[config.mk]
export PLATFORM = sky130hd
export DESIGN_NAME = key_encoder_flat
export DESIGN_NICKNAME = d
export VERILOG_FILES = /design/src/rtl/key_encoder_if.sv /design/src/rtl/key_encoder.sv /design/src/flat_wrapper.sv
export SDC_FILE = /design/constraint.sdc
export NUM_CORES = 1
export LEC_CHECK = 0
export CORE_MARGIN = 8
export CORE_UTILIZATION = 40
export CTS_CLUSTER_SIZE = 10
export DETAILED_ROUTE_END_ITERATION = 7
export DONT_BUFFER_PORTS = 1
export SETUP_SLACK_MARGIN = 0.3
export SLEW_MARGIN = 15
export SYNTH_ARGS = -nofsm -noshare
export SYNTH_HDL_FRONTEND = slang
export SYNTH_SLANG_ARGS = --single-unit
[constraint.sdc]
create_clock -name clk -period 1.86 [get_ports clk]
set_clock_uncertainty 0.15 [all_clocks]
set_input_delay 0.186 -clock clk [delete_from_list [all_inputs] [get_ports clk]]
set_output_delay 0.186 -clock clk [all_outputs]
set_load 0.1 [all_outputs]
[src/rtl/key_encoder_if.sv]
// Stream bundle for key_encoder: a request-vector input stream and an encoded-beat output stream.
// Both streams: a beat transfers on a rising clk edge where valid && ready; the sender holds valid and its payload until then.
interface key_encoder_if #(
  parameter int NR_IN   = 8,
  parameter int IDX_LEN = 3
);
  logic               in_valid;
  logic               in_ready;
  logic [NR_IN-1:0]   in_data;
  logic               out_valid;
  logic               out_ready;
  logic [IDX_LEN-1:0] out_idx;
  logic               out_none;
  logic               out_last;
  logic [IDX_LEN-1:0] out_seq;

  modport slave (
    input  in_valid, in_data, out_ready,
    output in_ready, out_valid, out_idx, out_none, out_last, out_seq
  );

  modport master (
    output in_valid, in_data, out_ready,
    input  in_ready, out_valid, out_idx, out_none, out_last, out_seq
  );
endinterface

[src/rtl/key_encoder.sv]
// Captures a key request vector and reports its set bits one beat at a time, highest index first.
// An all-zero vector produces a single beat flagged with out_none.
module key_encoder #(
  parameter int NR_IN   = 8,
  parameter int IDX_LEN = 3
) (
  input  logic          clk,
  input  logic          rst,
  key_encoder_if.slave  bus,
  output logic          dbg_state
);

  typedef enum logic {IDLE = 1'b0, DRAIN = 1'b1} state_t;

  state_t           state;
  logic [NR_IN-1:0] pending;
  logic [NR_IN-1:0] nxt_pending;

  function automatic logic [IDX_LEN-1:0] msb_idx(input logic [NR_IN-1:0] v);
    msb_idx = '0;
    for (int i = 0; i < NR_IN; i++) begin
      if (v[i]) msb_idx = IDX_LEN'(i);
    end
  endfunction

  function automatic logic at_most_one(input logic [NR_IN-1:0] v);
    return (v & (v - NR_IN'(1))) == '0;
  endfunction

  // out_idx always names the highest set bit of pending, so this is pending after the current beat.
  always_comb nxt_pending = pending & ~(NR_IN'(1) << bus.out_idx);

  assign bus.in_ready = (state == IDLE);
  assign dbg_state    = logic'(state);

  always_ff @(posedge clk or negedge rst) begin
    if (!rst) begin
      state         <= IDLE;
      pending       <= '0;
      bus.out_seq   <= '0;
      bus.out_valid <= 1'b0;
      bus.out_idx   <= '0;
      bus.out_none  <= 1'b0;
      bus.out_last  <= 1'b0;
    end else begin
      case (state)
        IDLE: begin
          if (bus.in_valid) begin
            state         <= DRAIN;
            pending       <= bus.in_data;
            bus.out_seq   <= '0;
            bus.out_valid <= 1'b1;
            bus.out_idx   <= msb_idx(bus.in_data);
            bus.out_none  <= (bus.in_data == '0);
            bus.out_last  <= at_most_one(bus.in_data);
          end
        end
        DRAIN: begin
          if (bus.out_valid && bus.out_ready) begin
            if (bus.out_last) begin
              // Final beat taken: outputs fall back to their idle values.
              state         <= IDLE;
              pending       <= '0;
              bus.out_seq   <= '0;
              bus.out_valid <= 1'b0;
              bus.out_idx   <= '0;
              bus.out_none  <= 1'b0;
              bus.out_last  <= 1'b0;
            end else begin
              pending       <= nxt_pending;
              bus.out_seq   <= bus.out_seq + IDX_LEN'(1);
              bus.out_idx   <= msb_idx(nxt_pending);
              bus.out_none  <= 1'b0;
              bus.out_last  <= at_most_one(nxt_pending);
            end
          end
        end
        default: state <= IDLE;
      endcase
    end
  end

endmodule

[src/flat_wrapper.sv]
// flat-port wrapper written by rule: the top's interface ports become plain ports
module key_encoder_flat 
#(
  parameter int NR_IN   = 8,
  parameter int IDX_LEN = 3
)
  (clk, rst, dbg_state, bus_in_valid, bus_in_data, bus_out_ready, bus_in_ready, bus_out_valid, bus_out_idx, bus_out_none, bus_out_last, bus_out_seq);
  key_encoder_if #(.NR_IN(NR_IN), .IDX_LEN(IDX_LEN)) bus_i ();
  input  logic clk;
  input  logic rst;
  output logic dbg_state;
  input wire logic [$bits(bus_i.in_valid)-1:0] bus_in_valid;
  input wire logic [$bits(bus_i.in_data)-1:0] bus_in_data;
  input wire logic [$bits(bus_i.out_ready)-1:0] bus_out_ready;
  output wire logic [$bits(bus_i.in_ready)-1:0] bus_in_ready;
  output wire logic [$bits(bus_i.out_valid)-1:0] bus_out_valid;
  output wire logic [$bits(bus_i.out_idx)-1:0] bus_out_idx;
  output wire logic [$bits(bus_i.out_none)-1:0] bus_out_none;
  output wire logic [$bits(bus_i.out_last)-1:0] bus_out_last;
  output wire logic [$bits(bus_i.out_seq)-1:0] bus_out_seq;
  assign bus_i.in_valid = bus_in_valid;
  assign bus_i.in_data = bus_in_data;
  assign bus_i.out_ready = bus_out_ready;
  assign bus_in_ready = bus_i.in_ready;
  assign bus_out_valid = bus_i.out_valid;
  assign bus_out_idx = bus_i.out_idx;
  assign bus_out_none = bus_i.out_none;
  assign bus_out_last = bus_i.out_last;
  assign bus_out_seq = bus_i.out_seq;
  key_encoder #(.NR_IN(NR_IN), .IDX_LEN(IDX_LEN)) u_core (.clk(clk), .rst(rst), .bus(bus_i), .dbg_state(dbg_state));
endmodule
==> results of run 1 <==
[sequential cells by signal, indices dropped and copies added, names as in the netlist]
| register | cells |
|---|---|
| u_core.pending | 8 |
| u_core.bus.out_idx | 3 |
| u_core.bus.out_seq | 3 |
| u_core.bus.out_last | 1 |
| u_core.bus.out_none | 1 |
| u_core.bus.out_valid | 1 |
| u_core.dbg_state | 1 |
[placed cells by master (no fill, tap or decap), types with 2 or more instances in the layout]
cell type      synthesis  layout
buf_4                  0      22
a31oi_4                0       2
o22ai_1                5       4
nand3_1                3       2
dfrtp_2                0       4
nand2_1               18      17
inv_1                  4       4
dlygate4sd3_1          0      11
o21ai_1               12      11
nor3_1                 9       7
a211oi_2               0       2
dfrtp_4                0       6
clkbuf_4               0       3
nand2b_1               4       4
o22a_1                 2       2
buf_6                  0       7
a22o_1                 2       2
o221ai_1               2       2
nor2b_4                0       3
nor2_1                20      17
a21oi_1                9       9
o21ai_0                4       4
nor2b_2                0       2
buf_8                  0       2
nor2_2                 0       2
dfrtp_1               18       8
a21o_1                 3       3
[worst max-delay path by stage]
stage / to / slack, ps / cells past startpoint
4_1_cts: u_core.bus.out_idx[0] / 130 / 6
6_report: u_core.bus.out_last / 80 / 5
5_1_grt: u_core.bus.out_last / 6 / 5
3_5_place_dp: u_core.bus.out_last / 50 / 5
3_3_place_gp: u_core.bus.out_last / 70 / 5
2_1_floorplan: u_core.bus.out_last / -6 / 6
[power groups by stage]
stage / clock network (W) / logic, W / registers (W)
2_1_floorplan: 0 / 0.00124 / 0.00135
3_3_place_gp: 0 / 0.00207 / 0.000930
3_5_place_dp: 0 / 0.00207 / 0.000936
4_1_cts: 0.000218 / 0.00245 / 0.000899
5_1_grt: 0.000228 / 0.00285 / 0.000959
6_report: 0.000210 / 0.00270 / 0.000935
[cell usage after synthesis (all sizes together), types with 2 or more instances]
library cell	number	share of area, %
dfrtp	18	34
o211ai	2	1.5
nor3	9	3.4
nand2	18	5.1
maj3	2	1.6
a22o	2	1.3
clkbuf	3	0.85
a221oi	2	1.8
or2	2	0.95
a311oi	2	1.3
a211oi	3	1.7
a21o	3	1.7
o22a	2	1.3
inv	6	1.7
nand3	3	1.1
nand2b	4	1.9
a21oi	9	3.4
o22ai	5	2.4
nor2b	6	2.8
o21ai	16	6.1
nor2	20	5.7
o221ai	2	1.3
buf	6	2.3
a21boi	3	1.7
[logic make-up (layout without fill, tap and decap cells)]
logic type               count (synthesis)  in the layout  synth area share [%]
buffers and inverters                   15             52                  4.84
adder cells (fa/ha/maj)                  3              3                  2.56
AND/OR/NAND/NOR                         67             67                  24.3
multiplexers                             2              2                  1.61
AO/OA/AOI/OAI                           62             63                  32.5
flip-flops                              18             18                  34.2
[per-stage QoR]
stage          power [W]  cells  util (%)  area [sq um]
6_report         0.00384    251      60.3          1960
5_1_grt          0.00404    251      60.3          1960
3_5_place_dp     0.00301    223      48.0          1560
2_1_floorplan    0.00259    167         -          1460
4_1_cts          0.00357    247      56.8          1850
3_3_place_gp     0.00300    223      48.0          1560
[metal layers]
metal / track usage [%] / vias to the layer above / wire length [microns]
met4: 6.87 / 0 / 99
met3: 3.82 / 15 / 357
met1: 20.8 / 702 / 1870
li1: - / 702 / -
met5: 0 / - / 0
met2: 28.4 / 79 / 2190
[final cells by class]
type | count | share of cell area [%]
multi-input cells | 135 | 49.9
repair buffers | 42 | 19.6
clock buffers | 4 | 1.34
flip-flops and latches | 18 | 24.3
well taps | 46 | 2.93
inverters | 6 | 1.97
[worst max-delay path, cell delays in order, from the launching register on]
cell and delay, ps:
dfrtp_2 490, nor2_1 130, or2_0 270, o31a_1 310, o211ai_1 200, o211ai_2 110
[timing repair]
action	CTS	global route
gates resized for setup	21	18
endpoints found under the hold margin	30	2
setup endpoints to repair	8	12
pin swaps	11	9
buffers inserted	9	3
gates cloned	1	0
hold buffers	10	1
==> summary.md, run 1 <==
| Metric | Value |
|---|---|
| Outcome | `finished, final reports clean` |
| Max Buffers Root-to-Sink | `2` |
| Drt first-iter violations | `165` |
| Internal cell power | `0.00174 W` |
| CTS tree | `built` |
| Routed WL | `4510 microns` |
| Layout cell share with drive strength beyond 1 | `36.1%` |
| Worst vdd ir | `1.04 mV` |
| Final Cycle Share | `95.5%` |
| Crit path kind | `flop to flop` |
| GRT Util Overall | `17.2%` |
| Area growth syn-to-layout | `49.1%` |
| Crit Path Max Fanout | `7` |
| Main synth FF type | `dfrtp_1` |
| Max-slew violations | `0` |
| Post-route ant nets | `0` |
| Grt ovf | `0` |
| Fmax | `563 MHz` |
| Remaining DRCs | `0` |
| First-pass GRT wire length | `7310 microns` |
| Switch share | `54.7%` |
| Clock sinks | `18` |
| Crit. Startpoint | `u_core.pending[0]` |
| Switching power | `0.00210 W` |
| Syn. warnings | `0` |
| Syn_nets | `180` |
| R2R setup slack | `80 ps` |
| WHS | `17.8 ps` |
| Number of synthesized flops with an enable pin | `0` |
| Worst slew margin | `43.0%` |
| Worst r2r dst | `u_core.bus.out_last` |
| Worst-Margin Slew | `852 ps` |
| Sequential cell area | `478 sq um` |
| Register area share after synthesis | `34.2%` |
| Hold crit path type | `primary input to flop` |
| Inserted Diodes | `0` |
| Drt pass-1 iters | `4` |
| PD cells | `1960 nW/um^2` |
| Largest net degree at the start of global routing | `19` |
| Leak pwr | `0.773 nW` |
| Final GP Congestion | `0.879` |
| Area of the multi-input gates | `980 sq um` |
| Hold_sp | `bus_out_ready` |
| Clock power frac | `5.5%` |
| Post-synth cell types | `50` |
| DIE AREA | `5390 sq um` |
| # setup viols final | `0` |
| Core Rows | `21` |
| Htree depth | `1` |
| Worst reg-to-reg path cell count | `5` |
| Die width | `73.4 microns` |
| Vias/cell | `5.97` |
| Cts bufs inserted | `3` |
| CP Data Arrival Time | `1800 ps` |
| Die height | `73.4 microns` |
| CP endpoint kind | `flop` |
| IO buf count | `0` |
| FF+latch count, synth | `18` |
| Synthesized netlist cell count | `167` |
| Setup TNS | `0 ps` |
| Core area | `3260 sq um` |
| Drt wl/cell | `18.0 microns` |
| Final count of hold timing violations | `0` |
| Final min period | `1780 ps` |
| Cell count of the worst hold path | `3` |
| Initial core utilization | `40.4%` |
| Pre-CTS setup slack | `45.6 ps` |
| Via count | `1498` |
| Unrepaired setup endpoints after global routing | `true` |
| DP HPWL | `2980 microns` |
| Final setup margin | `84.0 ps` |
| Vias in the first global route | `1500` |
| Mapped Area | `1320 sq um` |
| Initial antenna violation count | `0` |
| Ys async rst share | `100%` |
| Combinational power share | `70.2%` |
| CP Launch Type | `flop` |
| CTS root buf | `clkbuf_4` |
| Post-Syn Area per Cell | `7.89 sq um` |
| Max-cap viol count | `0` |
| Nets | `219` |
| Top Ports | `23` |
| Min-Delay Endpoint | `u_core.bus.out_last` |
| Clk slew on worst S/H paths | `110 ps` |
| Crit path required time | `1880 ps` |
| Clk Latency, worst-skew pair | `300 ps` |
| R2r startpoint | `u_core.pending[0]` |
| Filler cell count | `296` |
| Flop pwr share | `24.3%` |
(Power assumes the default switching activity.)
==> inputs of run 2 (changes only) <==
Settings changed: PLACE_DENSITY set to 0.53, SETUP_SLACK_MARGIN 0.3 to not set.
==> run 2 against run 1 <==
Clock power is 21% higher. Cell area is 8.5% lower. Cell count is 1.2% lower. First-iteration DRC count is 18% lower. Sequential share of layout area is 1.8 points higher. Sequential power is 8.8% lower. Core utilization is 5.1 points lower. Routed wire length is 4.4% lower. Total power is 7.8% lower. Flip-flop and latch count stayed put. Clock-buffer cell count stayed put. Register-to-register slack worse by 40 ps.
==> summary.md, run 2 (synthesis results as in run 1) <==
| Metric | Value |
|---|---|
| Outcome | `finished, final reports clean` |
| Die width | `73.4 microns` |
| Post-route ant nets | `0` |
| CP Cell Sequence | `dlygate4sd3_1 > or4_4 > maj3_2 > o32ai_2 > o2111ai_1 > o211ai_2` |
| WHS | `10.3 ps` |
| Final min period | `1850 ps` |
| Grt ovf | `0` |
| Final Cycle Share | `99.5%` |
| Clk Latency, worst-skew pair | `300 ps` |
| Nets | `216` |
| Final count of hold timing violations | `0` |
| Worst slew margin | `43.9%` |
| Fmax | `541 MHz` |
| Top Ports | `23` |
| Dpl cell area | `1510 sq um` |
| Worst-Margin Slew | `839 ps` |
| Initial core utilization | `40.4%` |
| Final Instance Area | `1800 sq um` |
| Via count | `1446` |
| Final GP Congestion | `0.849` |
| Vias in the first global route | `1452` |
| GRT Util Overall | `16.6%` |
| Unrepaired setup endpoints after global routing | `true` |
| Crit path kind | `primary input to flop` |
| Clk slew on worst S/H paths | `110 ps` |
| Most frequent cells in the layout | `28 x buf_4, 19 x nor2_1, 18 x nand2_1` |
| First-pass GRT wire length | `6980 microns` |
| Drt first-iter violations | `135` |
| Biggest register | `u_core.pending` |
| Biggest registers after layout | `u_core.pending: 8 flops, u_core.bus.out_idx: 3 flops, u_core.bus.out_seq: 3 flops` |
| DIE AREA | `5390 sq um` |
| Initial antenna violation count | `0` |
| Worst vdd ir | `1.01 mV` |
| Htree depth | `1` |
| Core area | `3260 sq um` |
| Clock sinks | `18` |
| CP Data Arrival Time | `1930 ps` |
| Crit path required time | `1940 ps` |
| PD cells | `1970 nW/um^2` |
| Vias/cell | `5.83` |
| DP HPWL | `3040 microns` |
| Layout cell share with drive strength beyond 1 | `28.7%` |
| Remaining DRCs | `0` |
| CP Launch Type | `primary input` |
| Max-cap viol count | `0` |
| CTS root buf | `clkbuf_4` |
| CP endpoint kind | `flop` |
| Drt wl/cell | `17.4 microns` |
| CTS tree | `built` |
| Commonest non-fill, non-tap cell in the layout | `buf_4` |
| Core Rows | `21` |
| Setup TNS | `0 ps` |
| Max incr delay on CP | `580 ps` |
| IO buf count | `0` |
| Cts bufs inserted | `3` |
| # setup viols final | `0` |
| Slowest cell on crit path | `dlygate4sd3_1` |
| Crit Path Max Fanout | `3` |
| Max-slew violations | `0` |
| Die height | `73.4 microns` |
| Inserted Diodes | `0` |
| Drt pass-1 iters | `4` |
| Area growth syn-to-layout | `36.5%` |
| Largest net degree at the start of global routing | `20` |
| Max FFs per register | `8` |
| Hold crit path type | `primary input to flop` |
| Leak pwr | `0.730 nW` |
| Max Buffers Root-to-Sink | `2` |
| Routed WL | `4310 microns` |
-- run 2: cell count changes in the layout (fill, tap and decap cells not counted), sizes merged --
cell	before	now
buf	31	29
a31oi	2	1
dlygate4sd3	11	10
dlymetal6s4s	0	1
-- run 2: repair_timing --
item,4_1_cts,5_1_grt
hold buffers,10,1
resized for setup,0,20
endpoints found under the hold margin,29,1
setup buffers,0,8
endpoints found under the setup margin,0,4
-- run 2: worst paths after layout --
| check | to | cells past startpoint | startpoint | slack, ps |
|---|---|---|---|---|
| setup / recovery | u_core.bus.out_last | 6 | bus_in_data[0] | 10 |
| hold / removal | u_core.bus.out_last | 3 | bus_in_data[6] | 10 |
| setup reg to reg | u_core.bus.out_idx[0] | 6 | u_core.bus.out_idx[1] | 40 |
| hold reg to reg | u_core.bus.out_seq[1] | 2 | u_core.bus.out_seq[1] | 400 |
| max in group asynchronous | u_core.bus.out_idx[0] | 1 | rst | 680 |
| min in group asynchronous | u_core.pending[6] | 1 | rst | 270 |
-- run 2: metal layers --
layer,share of wire [%],GRT usage [%],wire length (microns)
met5,0,0,0
met4,2.0,4.66,85
met3,7.3,3.41,316
met2,52,29.2,2240
met1,39,19.6,1670
-- run 2: layout make-up --
type	count	area (sq um)
flip-flops and latches	18	469
well taps	46	57.6
inverters	6	27.5
clock buffers	4	36.3
repair buffers	40	334
multi-input cells	134	873
fillers	336	1460
-- run 2: critical path, delay by kind of cell --
family	cells	cell delay, ps
AOI/OAI and AO/OA	3	370
adders and majority gates	1	330
and+or+nand+nor	1	450
buffers and inverters	1	580
-- run 2: where the power goes --
group | leakage, nW | switching (W) | internal, W
combinational | 0.496 | 0.00155 | 0.000889
sequential | 0.213 | 0.000270 | 0.000582
clock | 0.0210 | 0.000134 | 0.000119
total | 0.730 | 0.00195 | 0.00159
-- run 2: metrics by stage --
step	setup slack, ps	instances	utilization [%]	power, W
floorplan	-7.33	167	-	0.00245
global placement	70.6	225	46.5	0.00299
detailed placement	36.1	225	46.5	0.00297
CTS	2.58	239	50.7	0.00326
global route	-72.8	248	55.2	0.00380
finish	9.90	248	55.2	0.00354
